$ cat config.mk
export PLATFORM = sky130hd
export DESIGN_NAME = routing_channel_cfg
export DESIGN_NICKNAME = d
export VERILOG_FILES = /design/src/rtl/routing_channel_cfg_pkg.sv /design/src/rtl/routing_channel_cfg_perm_check.sv /design/src/rtl/routing_channel_cfg.sv
export SDC_FILE = /design/constraint.sdc
export NUM_CORES = 1
export LEC_CHECK = 0
export BUFFER_PORTS_ARGS = -buffer_cell sky130_fd_sc_hd__buf_4
export CORE_MARGIN = 3
export CORE_UTILIZATION = 55
export CTS_CLUSTER_SIZE = 12
export DETAILED_ROUTE_END_ITERATION = 10
export MAX_ROUTING_LAYER = met4
export PLACE_DENSITY = 0.83
export SYNTH_ARGS = -nofsm -noshare
export SYNTH_HDL_FRONTEND = slang
export SYNTH_SLANG_ARGS = --single-unit
$ cat constraint.sdc
create_clock -name clk -period 4.5 [get_ports clk]
set_input_delay 0.225 -clock clk [delete_from_list [all_inputs] [get_ports clk]]
set_output_delay 0.225 -clock clk [all_outputs]
set_load 0.01 [all_outputs]
$ cat src/rtl/routing_channel_cfg_pkg.sv
// Shared types and constant helpers for the routing channel: config FSM
// states, select-width derivation and the identity placement map.
package routing_pkg;

  typedef enum logic [1:0] {
    IDLE  = 2'd0,
    SHIFT = 2'd1,
    CHECK = 2'd2
  } cfg_state_t;

  localparam int unsigned MAX_MAP_W = 1024;

  function automatic int unsigned sel_width(input int unsigned n);
    return (n < 2) ? 1 : $clog2(n);
  endfunction

  // Packed map with slot i selecting segment i; caller keeps the low n*sw bits.
  function automatic logic [MAX_MAP_W-1:0] identity_map(input int unsigned n,
                                                        input int unsigned sw);
    logic [MAX_MAP_W-1:0] m;
    m = '0;
    for (int unsigned i = 0; i < n; i++) begin
      for (int unsigned b = 0; b < sw; b++) begin
        m[i*sw+b] = ((i >> b) & 1) != 0;
      end
    end
    return m;
  endfunction

endpackage

$ cat src/rtl/routing_channel_cfg_perm_check.sv
// Combinational permutation check: flags a packed select map as legal and
// returns its inverse (slot index for each segment).
module perm_check #(
  parameter int unsigned NUM_CLB = 4,
  parameter int unsigned SEL_W   = 2
) (
  input  logic [NUM_CLB*SEL_W-1:0] map,
  output logic                     valid,
  output logic [NUM_CLB*SEL_W-1:0] inv
);

  logic [NUM_CLB-1:0] seen;
  logic [SEL_W-1:0]   s;

  always_comb begin
    valid = 1'b1;
    inv   = '0;
    seen  = '0;
    s     = '0;
    for (int unsigned i = 0; i < NUM_CLB; i++) begin
      s = map[i*SEL_W +: SEL_W];
      if (32'(s) >= NUM_CLB) begin
        valid = 1'b0;
      end else begin
        if (seen[s]) valid = 1'b0;
        seen[s] = 1'b1;
        inv[s*SEL_W +: SEL_W] = SEL_W'(i);
      end
    end
  end

endmodule

$ cat src/rtl/routing_channel_cfg.sv
// Permutable adder routing channel with serially loaded, checked placement map.
// Optional macro SUM_PIPE_EN registers sum_out/cout (1-cycle latency).
module routing_channel_cfg
  import routing_pkg::*;
#(
  parameter int unsigned NUM_CLB = 4,
  parameter int unsigned SLICE_W = 2
) (
  input  logic                         clk,
  input  logic                         rst,
  input  logic                         cfg_valid,
  input  logic                         cfg_bit,
  input  logic                         cfg_abort,
  output logic                         cfg_ready,
  output logic                         cfg_done,
  output logic                         cfg_err,
  input  logic [NUM_CLB*SLICE_W-1:0]   num_1,
  input  logic [NUM_CLB*SLICE_W-1:0]   num_2,
  input  logic                         carry_in,
  input  logic [NUM_CLB-1:0]           clb_carry,
  input  logic [NUM_CLB*SLICE_W-1:0]   clb_sum,
  output logic [NUM_CLB*SLICE_W-1:0]   clb_num_1,
  output logic [NUM_CLB*SLICE_W-1:0]   clb_num_2,
  output logic [NUM_CLB-1:0]           clb_cin,
  output logic [NUM_CLB*SLICE_W-1:0]   sum_out,
  output logic                         cout
);

  localparam int unsigned SEL_W   = sel_width(NUM_CLB);
  localparam int unsigned CFG_LEN = NUM_CLB * SEL_W;
  localparam int unsigned CNT_W   = $clog2(CFG_LEN + 1);
  localparam logic [MAX_MAP_W-1:0] ID_FULL = identity_map(NUM_CLB, SEL_W);
  localparam logic [CFG_LEN-1:0]   ID_MAP  = ID_FULL[CFG_LEN-1:0];

  cfg_state_t         state, state_n;
  logic [CNT_W-1:0]   cnt, cnt_n;
  logic [CFG_LEN-1:0] shadow, shadow_n;
  logic [CFG_LEN-1:0] map_q;
  logic               shadow_ok;
  logic [CFG_LEN-1:0] shadow_inv_unused;
  logic               act_ok_unused;
  logic [CFG_LEN-1:0] inv_act;

  perm_check #(.NUM_CLB(NUM_CLB), .SEL_W(SEL_W)) u_shadow_chk (
    .map   (shadow),
    .valid (shadow_ok),
    .inv   (shadow_inv_unused)
  );

  perm_check #(.NUM_CLB(NUM_CLB), .SEL_W(SEL_W)) u_active_inv (
    .map   (map_q),
    .valid (act_ok_unused),
    .inv   (inv_act)
  );

  always_ff @(posedge clk) begin
    if (rst) begin
      state    <= IDLE;
      cnt      <= '0;
      shadow   <= '0;
      map_q    <= ID_MAP;
      cfg_done <= 1'b0;
      cfg_err  <= 1'b0;
    end else begin
      state    <= state_n;
      cnt      <= cnt_n;
      shadow   <= shadow_n;
      cfg_done <= (state == CHECK) && shadow_ok;
      cfg_err  <= (state == CHECK) && !shadow_ok;
      if (state == CHECK && shadow_ok) map_q <= shadow;
    end
  end

  always_comb begin
    state_n   = state;
    cnt_n     = cnt;
    shadow_n  = shadow;
    cfg_ready = 1'b0;
    case (state)
      IDLE: begin
        cfg_ready = 1'b1;
        if (cfg_abort) begin
          cnt_n = '0;
        end else if (cfg_valid) begin
          shadow_n = {cfg_bit, shadow[CFG_LEN-1:1]};
          cnt_n    = CNT_W'(1);
          state_n  = SHIFT;
        end
      end
      SHIFT: begin
        cfg_ready = 1'b1;
        if (cfg_abort) begin
          cnt_n   = '0;
          state_n = IDLE;
        end else if (cfg_valid) begin
          shadow_n = {cfg_bit, shadow[CFG_LEN-1:1]};
          cnt_n    = cnt + 1'b1;
          if (cnt_n == CNT_W'(CFG_LEN)) state_n = CHECK;
        end
      end
      CHECK: begin
        cnt_n   = '0;
        state_n = IDLE;
      end
      default: begin
        cnt_n   = '0;
        state_n = IDLE;
      end
    endcase
  end

  logic [SEL_W-1:0]             seg, prev, src;
  logic [NUM_CLB*SLICE_W-1:0]   sum_c;
  logic                         cout_c;

  // Carry of a slot comes from whichever slot holds the next-lower segment,
  // found through the inverse map so any permutation still ripples correctly.
  always_comb begin
    clb_num_1 = '0;
    clb_num_2 = '0;
    clb_cin   = '0;
    sum_c     = '0;
    seg       = '0;
    prev      = '0;
    src       = '0;
    for (int unsigned i = 0; i < NUM_CLB; i++) begin
      seg = map_q[i*SEL_W +: SEL_W];
      clb_num_1[i*SLICE_W +: SLICE_W] = num_1[seg*SLICE_W +: SLICE_W];
      clb_num_2[i*SLICE_W +: SLICE_W] = num_2[seg*SLICE_W +: SLICE_W];
      if (seg == '0) begin
        clb_cin[i] = carry_in;
      end else begin
        prev       = seg - 1'b1;
        clb_cin[i] = clb_carry[inv_act[prev*SEL_W +: SEL_W]];
      end
      src = inv_act[i*SEL_W +: SEL_W];
      sum_c[i*SLICE_W +: SLICE_W] = clb_sum[src*SLICE_W +: SLICE_W];
    end
    cout_c = clb_carry[inv_act[(NUM_CLB-1)*SEL_W +: SEL_W]];
  end

`ifdef SUM_PIPE_EN
  always_ff @(posedge clk) begin
    if (rst) begin
      sum_out <= '0;
      cout    <= 1'b0;
    end else begin
      sum_out <= sum_c;
      cout    <= cout_c;
    end
  end
`else
  always_comb begin
    sum_out = sum_c;
    cout    = cout_c;
  end
`endif

endmodule

==> results of run 1 <==
placed cells by master (no fill, tap or decap), types with 2 or more instances in the layout:
master,Yosys,layout
a21o_1,4,4
a21oi_1,21,21
a222oi_1,4,4
a22oi_1,4,4
a311oi_1,4,4
a41o_1,4,4
and2_1,2,2
buf_4,7,65
clkbuf_8,0,3
dfxtp_1,24,24
ha_1,15,15
inv_1,20,20
mux2i_1,17,17
mux4_2,24,24
nand2_1,39,39
nand3_1,4,4
nor2_1,31,31
nor2b_1,3,3
nor3_1,4,4
o211ai_1,4,4
o21ai_0,15,15
o22ai_1,3,3
xor2_1,12,12
area by class of cell:
cell class,instances,share of cell area [%]
sequential,24,16.1
inverter,20,2.52
timing repair buffer,65,16.4
multi-input combinational,220,60.4
clock inverter,1,1.01
tap,50,2.10
clock buffer,3,1.39
synthesized netlist by cell type, types with 3 or more instances:
master	n	area (µm²)
dfxtp_1	24	480
a21o_1	4	30.0
clkbuf_1	6	22.5
nand2_1	39	146
nor3_1	4	20.0
o21ai_0	15	75.1
a22oi_1	4	30.0
nor2_1	31	116
mux2i_1	17	170
xor2_1	12	105
buf_4	7	52.6
nor2b_1	3	18.8
a222oi_1	4	40.0
buf_2	4	20.0
a41o_1	4	40.0
inv_1	20	75.1
o22ai_1	3	18.8
mux4_2	24	541
nand3_1	4	20.0
o211ai_1	4	30.0
ha_1	15	188
a21oi_1	21	105
a311oi_1	4	35.0
power groups by stage:
stage	Clock [mW]	Combinational, mW	Sequential, mW
floorplan	0	0.0438	0.220
global placement	0	0.0973	0.221
detailed placement	0	0.100	0.221
CTS	0.191	0.100	0.216
global route	0.197	0.109	0.216
finish	0.187	0.100	0.216
kinds of logic (layout without fill, tap and decap cells):
group / count (synthesis) / count (layout) / synth area share, %
compound gates: 63 / 63 / 16.3
buf+inv: 39 / 89 / 7.79
fa+ha+maj: 15 / 15 / 7.59
xor+xnor: 13 / 13 / 4.61
simple gates: 88 / 88 / 15.5
flops: 24 / 24 / 19.4
mux: 41 / 41 / 28.7
critical path, cell delays in order (launching register included):
cell      delay [ns]
dfxtp_1         0.73
inv_1           0.21
ha_1            0.36
inv_1           0.19
mux4_2          0.56
mux2i_1         0.14
a222oi_1        0.31
buf_4           0.19
sequential cells by signal (all words and copies together), names as in the netlist:
name,count
cfg_err,1
state,2
shadow,8
cnt,4
cfg_done,1
map_q,8
per-layer routing:
| metal | up-vias | track usage (%) |
|---|---|---|
| met1 | 1093 | 31.5 |
| met4 | 0 | 7.17 |
| met3 | 8 | 1.79 |
| met5 | - | - |
| met2 | 85 | 41.0 |
| li1 | 1128 | - |
through the flow:
step	hold WS [ns]	area [µm²]
finish	0.199	2980
global route	0.200	2980
CTS	0.198	2980
detailed placement	0.485	2910
global placement	0.473	2910
floorplan	0.294	2470
final timing paths:
check	end	slack (ns)	cells past startpoint
setup / recovery	clb_cin[2]	1.34	7
setup reg to reg	map_q[1]$_SDFFE_PP0P_	2.55	5
hold reg to reg	cnt[1]$_SDFFE_PP0P_	0.50	2
hold / removal	shadow[7]$_SDFFE_PP0P_	0.20	3
==> reports/metrics.cfg, run 1 <==
[placed_design]
portBuffers=65
hpwl_mm=4.88
place_congestion=0.880
pre_cts_slack_ns=1.67
place_inst=379

[status]
status=finished clean

[clocking]
ctsHoldBuffers=0
cts_root_buf=clkbuf_8
htreeDepth=1
cts_tree=yes
clock_tree.buffer_depth=2
clkTransAtPathRegs_ns=0.09
post_cts_buffers=0
cts-resized-gates=0
clk_latency_ns=0.27
cts.sinks=24
cts_made_buffers=3

[worst_setup_path]
critical_path_class=register to primary output
path_max_fanout=13
cp.required_ns=4.28
r2r_start=shadow[3]$_SDFFE_PP0P_
crit_arrival_ns=2.94
end_kind=primary output
startpoint_type=register
critPathLaunch=map_q[4]$_SDFFE_PP0P_

[drt]
wl_met3_um=321
firstDrtPassIters=5
vias=2314
antenna_left=0
drt-met1-wl_mm=2.57
wl_per_cell_um=16.2
via_per_inst=6.04
dr.first_iter.drc_count=212
routed_wl_mm=6.20
wl_met2_mm=3.25
drc=0
top_layer=met4

[min_path]
hold_class=input pin to register
holdCritStartpoint=cfg_bit

[cells_and_area]
post-route-util_pct=71.3
n_fill_cell=329
final_cells=383
antenna_cells=0
area_growth_pct=20.4
post_route_cells_drive_above_1_share_pct=28.5
fin_nets=383
ff_latch_area_um2=480
multiInputGateArea_um2=1800

[power_and_ir_drop]
leakage_nw=1.35
intPower_mw=0.387
pwr-share-clk_pct=37.2
p_total_mw=0.503
power_switching_mw=0.116
switching_share_pct=23.0
p_per_area_nw_per_um2=169
power.share.combinational_pct=19.9
seq_power_share_pct=42.9
ir_drop_mv=0.188

[sta]
tns_ns=0
finalSetupViolations=0
slew_headroom_pct=50.4
finalHoldViolations=0
fin_skew_ns=0.00580
period_share_pct=70.3
tightest_slew_ns=0.738
rsz0062_at_grt=false
slew_viol_final=0
fmax_ghz=0.316
fin_ws_ns=1.34
fin_crit_ns=3.16

[yosys]
synth_async_sr_flop_share_pct=0
synth_flop_cell=dfxtp_1
synth_cell_types=31
synthesis.area_um2=2470
ys_warn_count=0
synth-edff-count=0
ys_seq_area_share_pct=19.4
synth_nets=332
synth-seq-cells=24
syn_inst=283
syn_avg_cell_area_um2=8.74

[run]
maxCapViolations=0

[grt]
grt_pass1_vias=2224
grt_pass1_wl_mm=10.3
grt_overflow_total=0
grt_max_degree=16
grt_antenna_before_repair=0
grtUsageTotal_pct=24.4

[floorplan]
fp.dieW_um=73.0
rows=23
die-area_um2=5340
fp.dieH_um=73.0
ios=66
start_util_pct=59.3
core_um2=4170

Note: power is estimated with default switching activity, not from simulation.
==> run 2: changes to the inputs <==
--- a/config.mk
+++ b/config.mk
@@ -7,11 +7,11 @@
 export LEC_CHECK = 0
 export BUFFER_PORTS_ARGS = -buffer_cell sky130_fd_sc_hd__buf_4
 export CORE_MARGIN = 3
-export CORE_UTILIZATION = 55
+export CORE_UTILIZATION = 49
 export CTS_CLUSTER_SIZE = 12
 export DETAILED_ROUTE_END_ITERATION = 10
 export MAX_ROUTING_LAYER = met4
-export PLACE_DENSITY = 0.83
+export PLACE_DENSITY = 0.78
 export SYNTH_ARGS = -nofsm -noshare
 export SYNTH_HDL_FRONTEND = slang
 export SYNTH_SLANG_ARGS = --single-unit
==> constraint.sdc (replaced) <==
create_clock -name clk -period 2.9 [get_ports clk]
set_input_delay 0.145 -clock clk [delete_from_list [all_inputs] [get_ports clk]]
set_output_delay 0.145 -clock clk [all_outputs]
set_load 0.01 [all_outputs]
==> reports/metrics.cfg, run 2 (synthesized netlist as in run 1, its figures left out) <==
[placed_design]
pre_cts_slack_ns=0.388  ; -1.28 ns
portBuffers=65  ; unchanged
place_inst=401  ; +5.8%
place_congestion=0.890  ; +1.1%
postPlaceCellArea_um2=2960  ; +2.0%
hpwl_mm=4.85  ; -0.66%

[clocking]
clk_latency_ns=0.26  ; about the same
cts_made_buffers=3  ; unchanged
clock_tree.buffer_depth=2  ; unchanged
cts_tree=yes
cts-resized-gates=0  ; unchanged
post_cts_buffers=0  ; unchanged
cts.sinks=24  ; unchanged
clkTransAtPathRegs_ns=0.08  ; about the same
htreeDepth=1  ; unchanged
cts_root_buf=clkbuf_8
ctsHoldBuffers=0  ; unchanged

[cells_and_area]
mostFrequentLayoutCells=buf_4 (70), nand2_1 (39), nor2_1 (31)
post_route_cells_drive_above_1_share_pct=30.8  ; +2.2 points
design_area_um2=3030  ; +1.7%
final_cells=405  ; +5.7%
antenna_cells=0  ; unchanged
n_fill_cell=426  ; +29%
area_growth_pct=22.4
layout_commonest_cell=buf_4
ff_latch_area_um2=483  ; +0.52%
multiInputGateArea_um2=1800  ; +0.28%
largest_registers=map_q: 8 flops, shadow: 8 flops, cnt: 4 flops
fin_nets=388  ; +1.3%
post-route-util_pct=63.2  ; -8.1 points

[drt]
routed_wl_mm=6.22  ; +0.26%
drc=0  ; unchanged
via_per_inst=5.75  ; -4.9%
wl_per_cell_um=15.4  ; -5.2%
dr.first_iter.drc_count=125  ; -41%
antenna_left=0  ; unchanged
firstDrtPassIters=4  ; -1
vias=2328  ; +0.61%

[worst_setup_path]
critical_path_class=register to primary output
r2r_cells=5  ; unchanged
end_kind=primary output
startpoint_type=register
rrSetupSlack_ns=0.98  ; -1.57 ns
cp.required_ns=2.76  ; -1.52 ns
crit_arrival_ns=2.65  ; -0.29 ns
path_max_fanout=8  ; -5

[floorplan]
ios=66  ; unchanged
core_um2=4790  ; +15%
fp.dieW_um=77.0  ; +5.5%
die-area_um2=5930  ; +11%
rows=25  ; +8.7%
fp.dieH_um=77.0  ; +5.5%
start_util_pct=51.7  ; -7.6 points

[sta]
holdWs_ns=0.126  ; -0.0725 ns
slew_viol_final=0  ; unchanged
period_share_pct=96.4
fin_crit_ns=2.80
slew_headroom_pct=51.9  ; +1.5 points
finalHoldViolations=0  ; unchanged
fmax_ghz=0.358
tightest_slew_ns=0.716  ; -0.0221 ns
fin_skew_ns=0.00224  ; -0.00356 ns
fin_ws_ns=0.104  ; -1.23 ns
finalSetupViolations=0  ; unchanged

[status]
status=finished clean

[power_and_ir_drop]
leakage_nw=1.37  ; +1.1%
power.share.combinational_pct=21.5  ; +1.6 points
p_per_area_nw_per_um2=235  ; +39%
seq_power_share_pct=47.1  ; +4.2 points
pwr-share-clk_pct=31.4  ; -5.8 points
power_switching_mw=0.175  ; +51%
switching_share_pct=24.5  ; +1.5 points
ir_drop_mv=0.395  ; +110%
intPower_mw=0.538  ; +39%

[run]
maxCapViolations=0  ; unchanged

[grt]
grt_pass1_vias=2176  ; -2.2%
grt_max_degree=16  ; unchanged
grtUsageTotal_pct=20.8  ; -3.6 points
grt_pass1_wl_mm=10.1  ; -1.2%
grt_overflow_total=0  ; unchanged
grt_antenna_before_repair=0  ; unchanged

[min_path]
hold_class=input pin to register
hold-path-cell-count=3  ; unchanged

-- run 2: worst paths after layout --
path                                             start                     end
worst max-delay path             map_q[3]$_SDFFE_PP0P_              clb_cin[1]
worst min-delay path                           cfg_bit  shadow[7]$_SDFFE_PP0P_
worst max register to register  shadow[2]$_SDFFE_PP0P_   map_q[3]$_SDFFE_PP0P_
worst min register to register     cnt[1]$_SDFFE_PP0P_     cnt[1]$_SDFFE_PP0P_
-- run 2: power groups by stage --
stage / Clock [mW] / Combinational, mW / Sequential (mW)
floorplan: 0 / 0.0680 / 0.341
global placement: 0 / 0.150 / 0.343
detailed placement: 0 / 0.153 / 0.343
CTS: 0.229 / 0.154 / 0.335
global route: 0.243 / 0.167 / 0.336
finish: 0.224 / 0.153 / 0.335
-- run 2: cell type report --
class                      count  area share (%)
inverter                      20            2.48
tap                           67            2.77
multi-input combinational    220            59.6
clock buffer                   4            1.82
timing repair buffer          70            17.4
sequential                    24            16.0
-- run 2: per-layer routing --
layer | global-route usage, % | share of wire, %
met5 | - | 0
met4 | 5.34 | 1.3
met3 | 2.11 | 4.5
met2 | 37.1 | 52
met1 | 25.1 | 42
-- run 2: worst max-delay path: stages, from the launching register on --
cell      delay [ns]
dfxtp_1         0.54
inv_1           0.14
ha_1            0.30
a21o_1          0.26
mux4_2          0.51
mux2i_1         0.15
a222oi_1        0.29
buf_4           0.18
-- run 2: per-stage QoR --
step           power, mW  TNS (ns)
3_3_place_gp       0.493         0
3_5_place_dp       0.496         0
2_1_floorplan      0.409         0
5_1_grt            0.746   -0.0212
6_report           0.712         0
4_1_cts            0.718         0
==> run 3: changes to the inputs <==
--- a/config.mk
+++ b/config.mk
@@ -6,12 +6,13 @@
 export NUM_CORES = 1
 export LEC_CHECK = 0
 export BUFFER_PORTS_ARGS = -buffer_cell sky130_fd_sc_hd__buf_4
-export CORE_MARGIN = 3
+export CORE_MARGIN = 1
 export CORE_UTILIZATION = 49
 export CTS_CLUSTER_SIZE = 12
 export DETAILED_ROUTE_END_ITERATION = 10
 export MAX_ROUTING_LAYER = met4
 export PLACE_DENSITY = 0.78
+export SKIP_LAST_GASP = 1
 export SYNTH_ARGS = -nofsm -noshare
 export SYNTH_HDL_FRONTEND = slang
 export SYNTH_SLANG_ARGS = --single-unit
==> reports/metrics.cfg, run 3 (synthesized netlist as in run 1, its figures left out) <==
[min_path]
hold_path_end=shadow[7]$_SDFFE_PP0P_
holdCritStartpoint=cfg_bit
hold-path-cell-count=3  ; unchanged
hold_class=input pin to register

[floorplan]
ios=66  ; unchanged
core_um2=4790  ; unchanged
die-area_um2=5330  ; -10%
fp.dieH_um=73.0  ; -5.2%
rows=25  ; unchanged
fp.dieW_um=73.0  ; -5.2%
start_util_pct=51.7  ; unchanged

[worst_setup_path]
crit_arrival_ns=2.57  ; -0.08 ns
path_max_fanout=8  ; unchanged
cp.required_ns=2.76  ; about the same
end_kind=primary output
rrSetupSlack_ns=0.96  ; -0.02 ns
r2r-end=map_q[0]$_SDFFE_PP0P_
startpoint_type=register
r2r_start=shadow[2]$_SDFFE_PP0P_
critical_path_class=register to primary output
r2r_cells=5  ; unchanged

[cells_and_area]
post-route-util_pct=63.0  ; -0.21 points
final_cells=404  ; -0.25%
largest_registers=map_q: 8 flops, shadow: 8 flops, cnt: 4 flops
design_area_um2=3020  ; -0.33%
mostFrequentLayoutCells=buf_4 (70), nand2_1 (39), nor2_1 (31)
post_route_cells_drive_above_1_share_pct=31.2  ; +0.39 points
antenna_cells=0  ; unchanged
area_growth_pct=22.0
fin_nets=388  ; unchanged
layout_commonest_cell=buf_4

[sta]
tns_ns=0  ; unchanged
fin_ws_ns=0.185  ; +0.0809 ns
finalSetupViolations=0  ; unchanged
slew_viol_final=0  ; unchanged
period_share_pct=93.6  ; -2.8 points
finalHoldViolations=0  ; unchanged
rsz0062_at_grt=false
slew_headroom_pct=51.6  ; -0.35 points
fin_crit_ns=2.72  ; -0.0809 ns
tightest_slew_ns=0.721  ; +0.00514 ns
holdWs_ns=0.125  ; -0.00158 ns
fmax_ghz=0.368  ; +3.0%
fin_skew_ns=0.00176  ; -0.000478 ns

[run]
maxCapViolations=0  ; unchanged

[drt]
drc=0  ; unchanged
dr.first_iter.drc_count=198  ; +58%
via_per_inst=5.72  ; -0.57%
antenna_left=0  ; unchanged
firstDrtPassIters=4  ; unchanged
routed_wl_mm=5.85  ; -5.9%
vias=2309  ; -0.82%
wl_per_cell_um=14.5  ; -5.7%

[clocking]
cts_root_buf=clkbuf_8
clkTransAtPathRegs_ns=0.08  ; about the same
htreeDepth=1  ; unchanged
cts_tree=yes
clk_latency_ns=0.27  ; about the same
cts_made_buffers=3  ; unchanged
post_cts_buffers=0  ; unchanged
clock_tree.buffer_depth=2  ; unchanged
cts.sinks=24  ; unchanged

[grt]
grt_antenna_before_repair=0  ; unchanged
grtUsageTotal_pct=23.0  ; +2.2 points
grt_overflow_total=0  ; unchanged
grt_max_degree=16  ; unchanged
grt_pass1_wl_mm=9.38  ; -7.5%
grt_pass1_vias=2078  ; -4.5%

[placed_design]
hpwl_mm=4.58  ; -5.6%
place_congestion=0.854  ; -4.0%
postPlaceCellArea_um2=2960  ; unchanged
pre_cts_slack_ns=0.408  ; +0.0201 ns
portBuffers=65  ; unchanged
place_inst=401  ; unchanged

[power_and_ir_drop]
leakage_nw=1.36  ; -0.72%
ir_drop_mv=0.296  ; -25%
p_per_area_nw_per_um2=226  ; -4.1%
p_total_mw=0.681  ; -4.4%

[status]
status=finished clean

run 3: worst max-delay path, cell delays in order, from the launching register on:
cell      delay (ns)
dfxtp_1         0.51
ha_2            0.34
inv_1           0.06
a21o_1          0.26
mux4_2          0.50
mux2i_1         0.13
a222oi_1        0.31
buf_4           0.18
run 3: worst max-delay path by stage:
stage / start / end / slack, ns
after floorplan: map_q[2]$_SDFFE_PP1P_ / clb_cin[0] / 0.56
after global placement: map_q[7]$_SDFFE_PP1P_ / clb_cin[1] / 0.47
after detailed placement: map_q[4]$_SDFFE_PP0P_ / clb_cin[3] / 0.41
after CTS: map_q[4]$_SDFFE_PP0P_ / clb_cin[3] / 0.10
after global routing: map_q[5]$_SDFFE_PP1P_ / clb_cin[1] / 0.01
final: map_q[5]$_SDFFE_PP1P_ / clb_cin[1] / 0.18
run 3: area by class of cell:
cell class / count / area [µm²]
repair buffers: 70 / 526
flip-flops and latches: 24 / 484
multi-input cells: 220 / 1810
inverters: 20 / 75.1
well taps: 67 / 83.8
fillers: 443 / 1770
clock buffers: 3 / 41.3
run 3: routing by layer:
layer  vias up  wire [µm]  part of all wire (%)  global-route usage (%)
met4         0         84                   1.4                    7.84
met3         6        227                   3.9                    1.52
met5         -          0                     0                       -
met1      1104       2600                    44                    28.3
met2        63       2940                    50                    39.9
li1       1136          -                     -                       -
run 3: timing repair:
| item | CTS | global route |
|---|---|---|
| hold buffers | 0 | 0 |
| setup endpoints to repair | 0 | 3 |
| endpoints found under the hold margin | 0 | 0 |
| resized for setup | 0 | 6 |
run 3: where the power goes:
group	leakage, nW	internal [mW]	switching, mW
sequential	0.193	0.331	0.00359
combinational	1.14	0.0851	0.0671
clock	0.0216	0.0930	0.101
total	1.36	0.510	0.171
